File: src/rtl/nes_pad_pkg.sv
// nes_pad_pkg: shared constants for the serial game-pad reader.
// Holds the poll FSM encoding, the button bit positions reported on the
// buttons/pressed vectors, and the NES/SNES shift lengths.
package nes_pad_pkg;

  // Poll sequencer states
  localparam logic [1:0] ST_IDLE   = 2'd0;
  localparam logic [1:0] ST_LATCH  = 2'd1;
  localparam logic [1:0] ST_SHIFT  = 2'd2;
  localparam logic [1:0] ST_UPDATE = 2'd3;

  // Bit positions within one pad's field (8..11 exist on SNES pads only)
  localparam int BTN_AB     = 32'sd0;
  localparam int BTN_BY     = 32'sd1;
  localparam int BTN_SELECT = 32'sd2;
  localparam int BTN_START  = 32'sd3;
  localparam int BTN_UP     = 32'sd4;
  localparam int BTN_DOWN   = 32'sd5;
  localparam int BTN_LEFT   = 32'sd6;
  localparam int BTN_RIGHT  = 32'sd7;
  localparam int BTN_A      = 32'sd8;
  localparam int BTN_X      = 32'sd9;
  localparam int BTN_L      = 32'sd10;
  localparam int BTN_R      = 32'sd11;

  // Shift lengths of the two supported pad families
  localparam int NES_BITS  = 32'sd8;
  localparam int SNES_BITS = 32'sd12;

  // Start+Select held together asks the top level for a soft reset
  function automatic logic soft_reset_req(input logic sel, input logic start);
    return sel & start;
  endfunction

endpackage

File: src/rtl/nes_pad_repeat.sv
// nes_pad_repeat: auto-repeat (DAS) timing for a single button.
// The counter tracks how many consecutive polls the button has been seen
// held. Once it reaches DAS_DELAY it cycles through DAS_DELAY..
// DAS_DELAY+DAS_RATE-1, so it never wraps to zero while held and cannot
// produce a spurious "new press" pulse. pulse is valid while update is high.
module nes_pad_repeat #(
  parameter int DAS_DELAY = 16,
  parameter int DAS_RATE  = 6
) (
  input  logic clk,
  input  logic reset_n,
  input  logic update,
  input  logic held,
  output logic pulse
);

  localparam int RW = $clog2(DAS_DELAY + DAS_RATE);
  localparam logic [RW-1:0] DELAY_V = RW'(DAS_DELAY);
  localparam logic [RW-1:0] WRAP_V  = RW'(DAS_DELAY + DAS_RATE - 1);

  logic [RW-1:0] cnt_r;

  // Pulse on a fresh press and each time the repeat window restarts
  assign pulse = held & ((cnt_r == {RW{1'b0}}) | (cnt_r == DELAY_V));

  // Advance the held-poll count at each poll update; release clears it
  always_ff @(posedge clk or negedge reset_n) begin
    if (!reset_n) begin
      cnt_r <= {RW{1'b0}};
    end else if (update) begin
      if (!held) begin
        cnt_r <= {RW{1'b0}};
      end else if (cnt_r == WRAP_V) begin
        cnt_r <= DELAY_V;
      end else begin
        cnt_r <= cnt_r + RW'(1'b1);
      end
    end
  end

endmodule

File: src/rtl/nes_pad_reader.sv
// nes_pad_reader: polls PLAYERS serial NES/SNES pads on a shared latch/clock
// pair every POLL_CYCLES clocks and publishes held buttons, one-cycle press
// pulses and a Start+Select soft-reset request.
// Optional feature: define NES_PAD_AUTOREPEAT_EN to add per-button DAS
// auto-repeat pulses; otherwise pressed is a pure rising edge.
module nes_pad_reader
  import nes_pad_pkg::*;
#(
  parameter int PLAYERS     = 2,
  parameter int BITS        = 8,
  parameter int HALF        = 300,
  parameter int POLL_CYCLES = 833333,
  parameter int DAS_DELAY   = 16,
  parameter int DAS_RATE    = 6
) (
  input  logic                    clk,
  input  logic                    reset_n,
  input  logic [PLAYERS-1:0]      pad_data,
  output logic                    pad_latch,
  output logic                    pad_clk,
  output logic [PLAYERS*BITS-1:0] buttons,
  output logic [PLAYERS*BITS-1:0] pressed,
  output logic                    sample_valid,
  output logic                    soft_reset
);

  localparam int NB = PLAYERS * BITS;
  localparam int PW = $clog2(POLL_CYCLES);
  localparam int CW = $clog2(2 * HALF);
  localparam logic [PW-1:0] POLL_LAST  = PW'(POLL_CYCLES - 1);
  localparam logic [CW-1:0] HALF_LAST  = CW'(HALF - 1);
  localparam logic [CW-1:0] LATCH_LAST = CW'(2 * HALF - 1);
  localparam logic [4:0]    BIT_LAST   = 5'(BITS - 1);

  // Reject configurations the poll timing cannot honour
  if (BITS < 8 || BITS > 16 || HALF < 1 || DAS_DELAY < 1 || DAS_RATE < 1 ||
      POLL_CYCLES <= 2 * HALF * (BITS + 1) + 2) begin : g_bad_params
    $error("nes_pad_reader: illegal parameter combination");
  end

  logic [PW-1:0]                poll_cnt_r;
  logic [1:0]                   state_r;
  logic [CW-1:0]                phase_r;
  logic [4:0]                   bit_r;
  logic                         pad_latch_r;
  logic                         pad_clk_r;
  logic [PLAYERS-1:0][BITS-1:0] shift_r;
  logic [NB-1:0]                shift_flat_s;
  logic [NB-1:0]                new_press_s;
  logic [NB-1:0]                buttons_r;
  logic [NB-1:0]                pressed_r;
  logic                         sample_valid_r;
  logic                         soft_reset_r;
  logic                         poll_tick_s;
  logic                         sample_s;

  assign poll_tick_s  = (poll_cnt_r == {PW{1'b0}});
  assign sample_s     = (state_r == ST_SHIFT) & ~pad_clk_r & (phase_r == HALF_LAST);
  assign shift_flat_s = shift_r;

  // Free-running poll period counter; zero marks a poll opportunity
  always_ff @(posedge clk or negedge reset_n) begin
    if (!reset_n) begin
      poll_cnt_r <= {PW{1'b0}};
    end else if (poll_cnt_r == POLL_LAST) begin
      poll_cnt_r <= {PW{1'b0}};
    end else begin
      poll_cnt_r <= poll_cnt_r + PW'(1'b1);
    end
  end

  // Sequence latch pulse, shift clock phases and the update step of a poll
  always_ff @(posedge clk or negedge reset_n) begin
    if (!reset_n) begin
      state_r     <= ST_IDLE;
      phase_r     <= {CW{1'b0}};
      bit_r       <= 5'd0;
      pad_latch_r <= 1'b0;
      pad_clk_r   <= 1'b1;
    end else begin
      case (state_r)
        ST_IDLE: begin
          if (poll_tick_s) begin
            state_r     <= ST_LATCH;
            pad_latch_r <= 1'b1;
            phase_r     <= {CW{1'b0}};
          end
        end
        ST_LATCH: begin
          if (phase_r == LATCH_LAST) begin
            state_r     <= ST_SHIFT;
            pad_latch_r <= 1'b0;
            pad_clk_r   <= 1'b0;
            phase_r     <= {CW{1'b0}};
            bit_r       <= 5'd0;
          end else begin
            phase_r <= phase_r + CW'(1'b1);
          end
        end
        ST_SHIFT: begin
          if (phase_r == HALF_LAST) begin
            phase_r <= {CW{1'b0}};
            if (!pad_clk_r) begin
              // End of a low phase; the high phase after the last bit is skipped
              pad_clk_r <= 1'b1;
              if (bit_r == BIT_LAST) begin
                state_r <= ST_UPDATE;
              end
            end else begin
              pad_clk_r <= 1'b0;
              bit_r     <= bit_r + 5'd1;
            end
          end else begin
            phase_r <= phase_r + CW'(1'b1);
          end
        end
        ST_UPDATE: begin
          state_r <= ST_IDLE;
        end
        default: begin
          state_r     <= ST_IDLE;
          pad_latch_r <= 1'b0;
          pad_clk_r   <= 1'b1;
        end
      endcase
    end
  end

  // Capture each pad's inverted data bit; bit 0 ends up in position 0
  always_ff @(posedge clk or negedge reset_n) begin
    if (!reset_n) begin
      shift_r <= {NB{1'b0}};
    end else if (sample_s) begin
      for (int p = 0; p < PLAYERS; p++) begin
        shift_r[p] <= {~pad_data[p], shift_r[p][BITS-1:1]};
      end
    end
  end

`ifdef NES_PAD_AUTOREPEAT_EN
  logic update_s;
  assign update_s = (state_r == ST_UPDATE);

  for (genvar i = 0; i < NB; i++) begin : g_repeat
    nes_pad_repeat #(
      .DAS_DELAY (DAS_DELAY),
      .DAS_RATE  (DAS_RATE)
    ) u_repeat (
      .clk     (clk),
      .reset_n (reset_n),
      .update  (update_s),
      .held    (shift_flat_s[i]),
      .pulse   (new_press_s[i])
    );
  end
`else
  assign new_press_s = shift_flat_s & ~buttons_r;
`endif

  // Publish a completed poll; pulses last exactly one cycle
  always_ff @(posedge clk or negedge reset_n) begin
    if (!reset_n) begin
      buttons_r      <= {NB{1'b0}};
      pressed_r      <= {NB{1'b0}};
      sample_valid_r <= 1'b0;
      soft_reset_r   <= 1'b0;
    end else if (state_r == ST_UPDATE) begin
      buttons_r      <= shift_flat_s;
      pressed_r      <= new_press_s;
      sample_valid_r <= 1'b1;
      soft_reset_r   <= soft_reset_req(shift_r[0][BTN_SELECT], shift_r[0][BTN_START]);
    end else begin
      pressed_r      <= {NB{1'b0}};
      sample_valid_r <= 1'b0;
    end
  end

  assign pad_latch    = pad_latch_r;
  assign pad_clk      = pad_clk_r;
  assign buttons      = buttons_r;
  assign pressed      = pressed_r;
  assign sample_valid = sample_valid_r;
  assign soft_reset   = soft_reset_r;

endmodule

File: config.mk
export PLATFORM = sky130hd
export DESIGN_NAME = nes_pad_reader
export DESIGN_NICKNAME = d
export VERILOG_FILES = /design/src/rtl/nes_pad_pkg.sv /design/src/rtl/nes_pad_repeat.sv /design/src/rtl/nes_pad_reader.sv
export SDC_FILE = /design/constraint.sdc
export NUM_CORES = 1
export LEC_CHECK = 0
export ABC_AREA = 1
export CORE_MARGIN = 2
export CORE_UTILIZATION = 45
export DETAILED_ROUTE_END_ITERATION = 6
export GPL_ROUTABILITY_DRIVEN = 0
export GPL_TIMING_DRIVEN = 0
export PLACE_DENSITY = 0.74
export RECOVER_POWER = 25
export SLEW_MARGIN = 25
export SYNTH_ARGS = -nofsm -noshare
export SYNTH_HDL_FRONTEND = slang
export SYNTH_SLANG_ARGS = --single-unit
File: constraint.sdc
create_clock -name clk -period 4.2 [get_ports clk]
set_input_delay 0.63 -clock clk [delete_from_list [all_inputs] [get_ports clk]]
set_output_delay 0.63 -clock clk [all_outputs]
set_load 0.01 [all_outputs]
# Word-level counts from Yosys, hierarchy flattened
# Index checks and enable logic that the tools add are counted.
dict set report classes {
  n_addsub 3
  eq_ne 13
  n_mux 23
  bitwise_logic 8
  reduce_logical 10
}
# operator count
set ops {}
lappend ops {{10-bit two-way mux} 3}
lappend ops {{10-bit case mux with 3 select lines} 1}
lappend ops {{20-bit by 1-bit adder with 20-bit output, second input constant} 1}
lappend ops {{20-bit equality test, second input constant} 1}
lappend ops {{20-bit logical NOT} 1}
lappend ops {{20-bit two-way mux} 1}
lappend ops {{16-bit bitwise AND} 1}
lappend ops {{16-bit two-way mux} 1}
lappend ops {{16-bit inverter} 1}
lappend ops {{5-bit two-way mux} 3}
lappend ops {{10-bit by 1-bit adder with 10-bit output, second input constant} 1}
lappend ops {{10-bit equality test, second input constant} 1}
lappend ops {{10-bit by 9-bit equality test with 1-bit output, second input constant} 1}
lappend ops {{2-bit two-way mux} 5}
lappend ops {{5-bit case mux with 2 select lines} 1}
lappend ops {{2-bit != test, second input constant} 4}
lappend ops {{2-bit case mux with 4 select lines} 1}
lappend ops {{3-bit AND reduction} 2}
lappend ops {{5-bit by 1-bit adder with 5-bit output, second input constant} 1}
lappend ops {{5-bit by 3-bit equality test with 1-bit output, second input constant} 1}
lappend ops {{1-bit two-way mux} 5}
lappend ops {{5-bit AND reduction} 1}
lappend ops {{2-bit equality test, second input constant} 2}
lappend ops {{2-bit by 1-bit != test with 1-bit output, second input constant} 2}
lappend ops {{9 further kinds} 15}
dict set report totals {
  reg_bits 89
  inputBits 4
  output_inout_bits 36
  wordCells 69
}

# Logic depth before layout (Yosys ltp)
# Gate-level depths: netlist of run 1.
dict set report logic_depth {
  word_depth 5
  mapped_depth 11
}

# Worst setup path after synthesis of run 1
# No wires, ideal clock.
dict set report synth_path {
  path_type {register to register}
  startpoint {reg state_r[0]}
  endpoint {reg phase_r[2]}
  setup_ps 83
  arrival_ps 1454
  setup_slack_ps 2664
  path_stages_with_launch 9
  n_path_buf 2
  cell_sequence {dfrtp_1 inv_1 ha_1 clkbuf_1 nand2_1 nand2_1 buf_4 nand3_1 o21ai_0}
}
dict set report synth_via {
  elab_chain_len 3
  elab_cells_between_ends 7
  classes_between {eq/ne: 3; mux: 1; reduce/logical: 3}
}
# element line
set synth_rtl {}
lappend synth_rtl {{start: declaration} nes_pad_reader.sv:42} ;# logic [1:0] state_r;
lappend synth_rtl {{start signal: assignment} nes_pad_reader.sv:75} ;# state_r <= ST_IDLE;
lappend synth_rtl {{start signal: assignment} nes_pad_reader.sv:84} ;# state_r <= ST_LATCH;
lappend synth_rtl {{start signal: assignment} nes_pad_reader.sv:91} ;# state_r <= ST_SHIFT;
lappend synth_rtl {{2-bit equality test (tied with other cells)} nes_pad_reader.sv:81} ;# case (state_r)
lappend synth_rtl {{3-bit nonzero test (no source line) or 2-bit != test (tied branches)} n/a}
lappend synth_rtl {{2-bit AND reduction (no source line)} n/a}
lappend synth_rtl {{end signal: assignment} nes_pad_reader.sv:76} ;# phase_r <= {CW{1'b0}};
lappend synth_rtl {{end signal: assignment} nes_pad_reader.sv:86} ;# phase_r <= {CW{1'b0}};
lappend synth_rtl {{end signal: assignment} nes_pad_reader.sv:94} ;# phase_r <= {CW{1'b0}};
lappend synth_rtl {{end: declaration} nes_pad_reader.sv:43} ;# logic [CW-1:0] phase_r;
# Several ways; a longest one is shown, not always the timed one.
# A chain may end at the register's enable or synchronous reset.

==> summary.md, run 1 <==
| Metric | Value |
|---|---|
| Proportion of layout cells with a drive suffix above 1 | 8.09% |
| Mean instance size in the synthesized netlist | 8.16 um^2 |
| Remaining DRCs | 0 |
| Total net switching power | 0.367 mW |
| Mapped Area | 4280 um^2 |
| Cell count after placement | 694 |
| Final antenna-violating net count | 0 |
| Failing checks | max-capacitance violations, max-slew violations |
| End of the worst register-to-register path | phase_r[2] |
| Starting Density | 46.4% |
| Async S/R FF share, synth | 100% |
| Initial antenna violation count | 0 |
| PortBufs | 39 |
| Leading cell types by total area after synthesis | dfrtp_1 (51%), nand2_1 (10%), nor2_1 (6.5%) |
| Worst-case vdd ir drop | 0.125 mV |
| Total die area | 10300 um^2 |
| Number of buffers added to fix hold violations after cts | 0 |
| Number of H-tree levels | 3 |
| Count of antenna diodes in the layout | 0 |
| Standard-cell row count | 35 |
| Post-layout total power | 1.46 mW |
| Library cell used as clock root buffer | clkbuf_8 |
| Maximum buffer depth of the clock tree | 2 |
| Die W | 102 um |
| Crit Path Max Fanout | 75 |
| Final Cycle Share | 59.6% |
| Routed vias | 3507 |
| Setup repair after global routing missed its margin | false |
| Sequential Power Share | 58.7% |
| Total grt overflow | 0 |
| Overall die height | 102 um |
| Routed wire length | 8560 um |
| Initial DRT Pass Iterations | 5 |
| Depth of the most critical reg-to-reg path | 8 |
| Clk network pwr share | 40.0% |
| Count of non-filler cells in the finished layout | 710 |
| Final-report max-slew violation count | 76 |
| Required arrival time at the worst endpoint | 4.36 ns |
| Post-cts gate resize count | 0 |
| Internal Pwr Total | 1.09 mW |
| Worst stage delay on the critical path | 1.41 ns |
| Number of buffer and inverter stages on the critical path | 2 |
| Area taken by multi-input logic gates | 1720 um^2 |
| Final setup TNS | 0 ns |
| Reg-to-Reg Start | state_r[0] |
| Total of flip-flops plus latches after synthesis | 89 |
| Fillers | 836 |
| Endpoint arrival time on the critical path | 2.66 ns |
| Start point of the critical path | reset_n |
| Actual slew at the worst max-slew pin | 1.78 ns |
| Logic depth of the worst path, buffers included | 2 |
| Layout-stage area growth over the synthesis result | 17.4% |
| Count of flip-flops with a built-in enable after synthesis | 0 |
| Clock tree from TritonCTS | done |
| Post-CTS setup-driven buffer insertion count | 0 |
| Worst setup slack for register-to-register paths | 2.27 ns |
| Final setup violation count | 0 |
| FF+latch area | 2230 um^2 |
| End point of the critical path | shift_flat_s[0] |
| Worst-path clk slew | 0.10 ns |
| Post-synthesis cell type with the largest combined area | dfrtp_1 |
| Final worst path period need | 2.50 ns |
| Switching fraction of total power | 25.1% |
| Most used flip-flop cell after synthesis | dfrtp_1 |
| Global-route wire length before repair | 14800 um |
| Num Clock Sinks | 89 |
| Clk_lat worst skew | 0.37 ns |
| Max Fclk | 0.399 GHz |
| Slowest cell on the critical path | clkbuf_2 |
| Violation count after the first detailed-route iteration | 230 |
| Crit path capture type | asynchronous set/reset pin |
| Total clock buffers created by CTS | 9 |
| Slew headroom | -18.4% |
| Critical path class | in2async |
| Final hold violation count | 0 |
| Fraction of the core area covered by cells at the end of the flow | 54.4% |
| Combinational power share | 1.2% |
| Instance count of the mapped netlist | 525 |
| Area share of the largest cell type after synthesis | 51.4% |
| MaxCap Viol Count | 1 |
| Number of warnings printed during yosys synthesis | 0 |
| Pin count of the biggest net entering global routing | 76 |
| Routed vias/inst | 4.94 |
| Detail-routed net length per standard cell | 12.1 um |
| Aggregate global-route resource usage | 18.0% |
| Via count of the first global-routing pass | 3312 |
| Class of the worst hold path | in2async |
| Worst Hold Margin | 0.304 ns |
| Power Dens Cells | 290 nW/um^2 |
| Pleak | 2.47 nW |
| Detailed-placement wirelength estimate | 6210 um |
| Result of the run | complete, but fails checks |
| Startpoint Class | input pin |
| Sequential share of the synthesized area | 52.0% |
| Floorplan Core Area | 9240 um^2 |
| Final worst clock skew | 0.0102 ns |
| Net Count, Synth | 538 |
| Number of top-level design ports | 40 |
| Top cell family by delay on the critical path | buffers and inverters |
| Distinct cell type count after synthesis | 33 |
| Count of nets after finishing | 589 |
| Critical-path cell list | clkbuf_1 -> clkbuf_2 |
## cell usage in the layout, fill, tap and decap left out, drive strengths merged, types with 2 or more instances in the layout
cell / Yosys / routed
nand2: 124 / 124
dfrtp: 88 / 88
inv: 75 / 79
nor2: 76 / 76
nand3: 44 / 44
clkdlybuf4s50: 0 / 38
o21ai: 38 / 38
clkbuf: 7 / 18
nand4: 16 / 16
a21oi: 12 / 12
xor2: 11 / 11
ha: 9 / 9
nor3: 8 / 8
or2: 4 / 4
buf: 4 / 4
xnor2: 2 / 2
clkinv: 0 / 2
## power groups by stage
stage / Clock [mW] / Sequential, mW / Combinational (mW)
after CTS: 0.591 / 0.856 / 0.0233
final: 0.584 / 0.856 / 0.0181
after detailed placement: 0 / 0.873 / 0.0233
after global routing: 0.623 / 0.856 / 0.0221
after global placement: 0 / 0.873 / 0.0197
after floorplan: 0 / 0.873 / 0.00000180
## cells in the mapped netlist (all sizes together) (2+ instances only)
cell / count
xor2: 11
nand2: 124
inv: 75
dfrtp: 88
nand3: 44
nand4: 16
a21oi: 12
or2: 4
nor3: 8
nor2: 76
clkbuf: 7
ha: 9
xnor2: 2
buf: 4
o21ai: 38
## area by class of cell
class	count	area share, %
multi-input cells	350	34.3
inverters	75	5.60
clock inverters	7	1.39
plain buffers	11	1.02
flip-flops and latches	89	44.3
clock buffers	9	2.46
repair buffers	40	7.74
well taps	129	3.21
## metrics by stage
| step | worst slack, ns | area, um^2 |
|---|---|---|
| floorplan | 2.66 | 4280 |
| global placement | -0.654 | 4840 |
| detailed placement | 2.31 | 4860 |
| CTS | 2.07 | 5060 |
| global route | 1.12 | 5030 |
| finish | 1.70 | 5030 |
## worst min path at each step
stage | startpoint | to | slack (ns)
after floorplan | reset_n | bit_r[0] | 0.33
after global placement | buttons[7] | pressed[7] | 0.43
after detailed placement | buttons[8] | pressed[8] | 0.45
after CTS | reset_n | poll_cnt_r[9] | 0.07
after global routing | reset_n | poll_cnt_r[8] | 0.39
final | reset_n | poll_cnt_r[10] | 0.30
## cell families (layout without fill, tap and decap cells)
| logic type | Yosys count | in the layout | share of synthesized area [%] |
|---|---|---|---|
| and+or+nand+nor | 275 | 275 | 28.5 |
| DFF | 89 | 89 | 52.0 |
| buffers and inverters | 86 | 142 | 7.77 |
| AOI/OAI and AO/OA | 52 | 52 | 6.16 |
| xor gates and xnor gates | 13 | 13 | 2.66 |
| adders and majority gates | 9 | 9 | 2.63 |
| muxes | 1 | 1 | 0.263 |
## sequential cells by signal, summed over array words and instances (netlist names)
register and count:
shift_flat_s 16, soft_reset 1, phase_r 10, pressed 16, buttons 16, sample_valid 1
pad_latch 1, poll_cnt_r 20, bit_r 5, state_r 2, pad_clk 1
## per-layer routing
layer	track usage, %	up-vias	part of all wire, %
met5	0	-	0
met4	7.07	0	1.5
met3	2.76	13	4.1
met2	30.3	76	47
met1	23.2	1654	47
li1	-	1764	-
Note: power is estimated with default switching activity, not from simulation.
==> inputs of run 2 (changes only) <==
==> constraint.sdc (replaced) <==
create_clock -name clk -period 2.54 [get_ports clk]
set_input_delay 0.381 -clock clk [delete_from_list [all_inputs] [get_ports clk]]
set_output_delay 0.381 -clock clk [all_outputs]
set_load 0.01 [all_outputs]
==> run 2 against run 1 <==
  * The flow now finishes without violations
  * Die area unchanged
  * Cell count rose by 0.14%
  * First-iteration DRC count down 8.7%
  * Combinational power is 97% higher
  * Cell area up 0.65%
  * Clock power rose by 64%
  * Count of clock-buffer cells in the layout unchanged
  * Critical path type is now reg2reg
  * Critical endpoint is now phase_r[2]
==> summary.md, run 2 (synthesis results as in run 1) <==
| Metric | Value |
|---|---|
| Crit Path Max Fanout | 10 |
| Startpoint Class | register |
| Initial DRT Pass Iterations | 5 |
| Maximum buffer depth of the clock tree | 2 |
| WHS Endpoint | pressed[4] |
| Met2 routed WL | 4050 um |
| Number of buffers added to fix hold violations after cts | 1 |
| Slew headroom | 38.3% |
| Top cell family by delay on the critical path | buffers and inverters |
| Critical-path cell list | inv_1 -> ha_1 -> clkbuf_1 -> nand2_1 -> nand2_1 -> buf_4 -> nand3_1 -> o21ai_0 |
| Remaining DRCs | 0 |
| Worst stage delay on the critical path | 0.42 ns |
| Layout-stage area growth over the synthesis result | 18.1% |
| Least setup slack across all paths after layout | 0.613 ns |
| Topmost layer with routed signal wires | met4 |
| Proportion of layout cells with a drive suffix above 1 | 8.08% |
| Final antenna-violating net count | 0 |
| Final setup violation count | 0 |
| Total clock buffers created by CTS | 9 |
| Most frequent cell on the critical path | nand2_1 |
| Routed vias/inst | 4.96 |
| Worst-case vdd ir drop | 0.207 mV |
| Initial antenna violation count | 0 |
| Final hold violation count | 0 |
| Reg-to-Reg Start | state_r[0] |
| Met3 WL | 337 um |
| Commonest cells after routing, fill and taps aside | nand2_1 (119), dfrtp_1 (88), nor2_1 (74) |
| Final worst path period need | 1.93 ns |
| Class of the worst hold path | reg2reg |
| Number of top-level design ports | 40 |
| Cell count after placement | 694 |
| Total die area | 10300 um^2 |
| Max reg flops | 20 |
| Count of non-filler cells in the finished layout | 711 |
| Pleak | 2.49 nW |
| Violation count after the first detailed-route iteration | 210 |
| Depth of the most critical reg-to-reg path | 8 |
| Logic depth of the worst path, buffers included | 8 |
| Worst Hold Path Cells | 1 |
| Worst-path clk slew | 0.10 ns |
| Final worst clock skew | 0.0106 ns |
| Largest register by flop count | poll_cnt_r |
| Detailed-placement wirelength estimate | 6210 um |
| Final setup TNS | 0 ns |
| Result of the run | finished clean |
| Max Fclk | 0.519 GHz |
| Standard-cell row count | 35 |
| End of the worst register-to-register path | phase_r[2] |
| Routed wire length | 8530 um |
| Worst setup slack for register-to-register paths | 0.61 ns |
| Pin count of the biggest net entering global routing | 76 |
| Floorplan Core Area | 9240 um^2 |
| Count of nets after finishing | 590 |
| Starting Density | 46.4% |
| Routed vias | 3528 |
| Via count of the first global-routing pass | 3312 |
| Critical path class | reg2reg |
| Final-report max-slew violation count | 0 |
| Number of buffer and inverter stages on the critical path | 3 |
| Most common cell after layout, fill and taps aside | nand2_1 |
| PortBufs | 39 |
| Actual slew at the worst max-slew pin | 0.925 ns |
| Endpoint arrival time on the critical path | 2.22 ns |
| Aggregate global-route resource usage | 18.0% |
| MaxCap Viol Count | 0 |
| Number of H-tree levels | 3 |
| Global-route wire length before repair | 14800 um |
| Overall die height | 102 um |
| Met1 Wirelength | 4000 um |
| Worst-case setup slack after placement | 0.652 ns |
| Library cell used as clock root buffer | clkbuf_8 |
| Num Clock Sinks | 89 |
| Slowest cell on the critical path | dfrtp_1 |
| Post-cts gate resize count | 0 |
| Clk_lat worst skew | 0.37 ns |
| Crit path capture type | register |
| Die W | 102 um |
| Setup repair after global routing missed its margin | false |
| Detail-routed net length per standard cell | 12.0 um |
| Count of antenna diodes in the layout | 0 |
| Post-CTS setup-driven buffer insertion count | 0 |
| Power Dens Cells | 476 nW/um^2 |
| Required arrival time at the worst endpoint | 2.84 ns |
| Hold path start | buttons[4] |
| Total grt overflow | 0 |
| Post-layout total power | 2.41 mW |
| Clock tree from TritonCTS | done |
| Final Cycle Share | 75.9% |
## run 2: cell types whose count changed in the layout (fill, tap and decap cells not counted), sizes merged
cell	before	now
buf	4	5
dlygate4sd3	0	1
clkbuf	18	17
## run 2: metrics by stage
| stage | cell area, um^2 | util [%] | hold slack, ns |
|---|---|---|---|
| 3_5_place_dp | 4860 | 52.6 | 0.222 |
| 4_1_cts | 5070 | 54.9 | 0.398 |
| 5_1_grt | 5060 | 54.8 | 0.473 |
| 2_1_floorplan | 4280 | - | 0.0854 |
| 3_3_place_gp | 4840 | 52.3 | 0.432 |
| 6_report | 5060 | 54.8 | 0.452 |
## run 2: power by group
part           total, mW  leakage (nW)  switching (mW)  internal, mW
sequential          1.42          1.20               0          1.42
combinational     0.0357          1.19          0.0273       0.00843
clock              0.959        0.0973           0.573         0.386
## run 2: area by class of cell
cell class                 instances  area, um^2
clock inverter                     7        70.1
multi-input combinational        350        1720
timing repair buffer              41         422
fill                             832        4180
tap                              129         161
buffer                            11        51.3
inverter                          75         282
clock buffer                       9         124
sequential                        89        2230
## run 2: routing by layer
layer / GRT usage [%] / vias up
met1: 23.2 / 1666
met2: 30.3 / 80
met3: 2.69 / 13
met4: 7.07 / 0
met5: 0 / -
li1: - / 1769
## run 2: worst max-delay path by stage
stage	start	to	slack (ns)
4_1_cts	state_r[0]	phase_r[2]	0.62
6_report	state_r[0]	phase_r[2]	0.61
5_1_grt	state_r[0]	phase_r[2]	0.40
3_3_place_gp	reset_n	bit_r[0]	-2.07
2_1_floorplan	state_r[0]	phase_r[2]	1.00
3_5_place_dp	state_r[0]	phase_r[2]	0.65
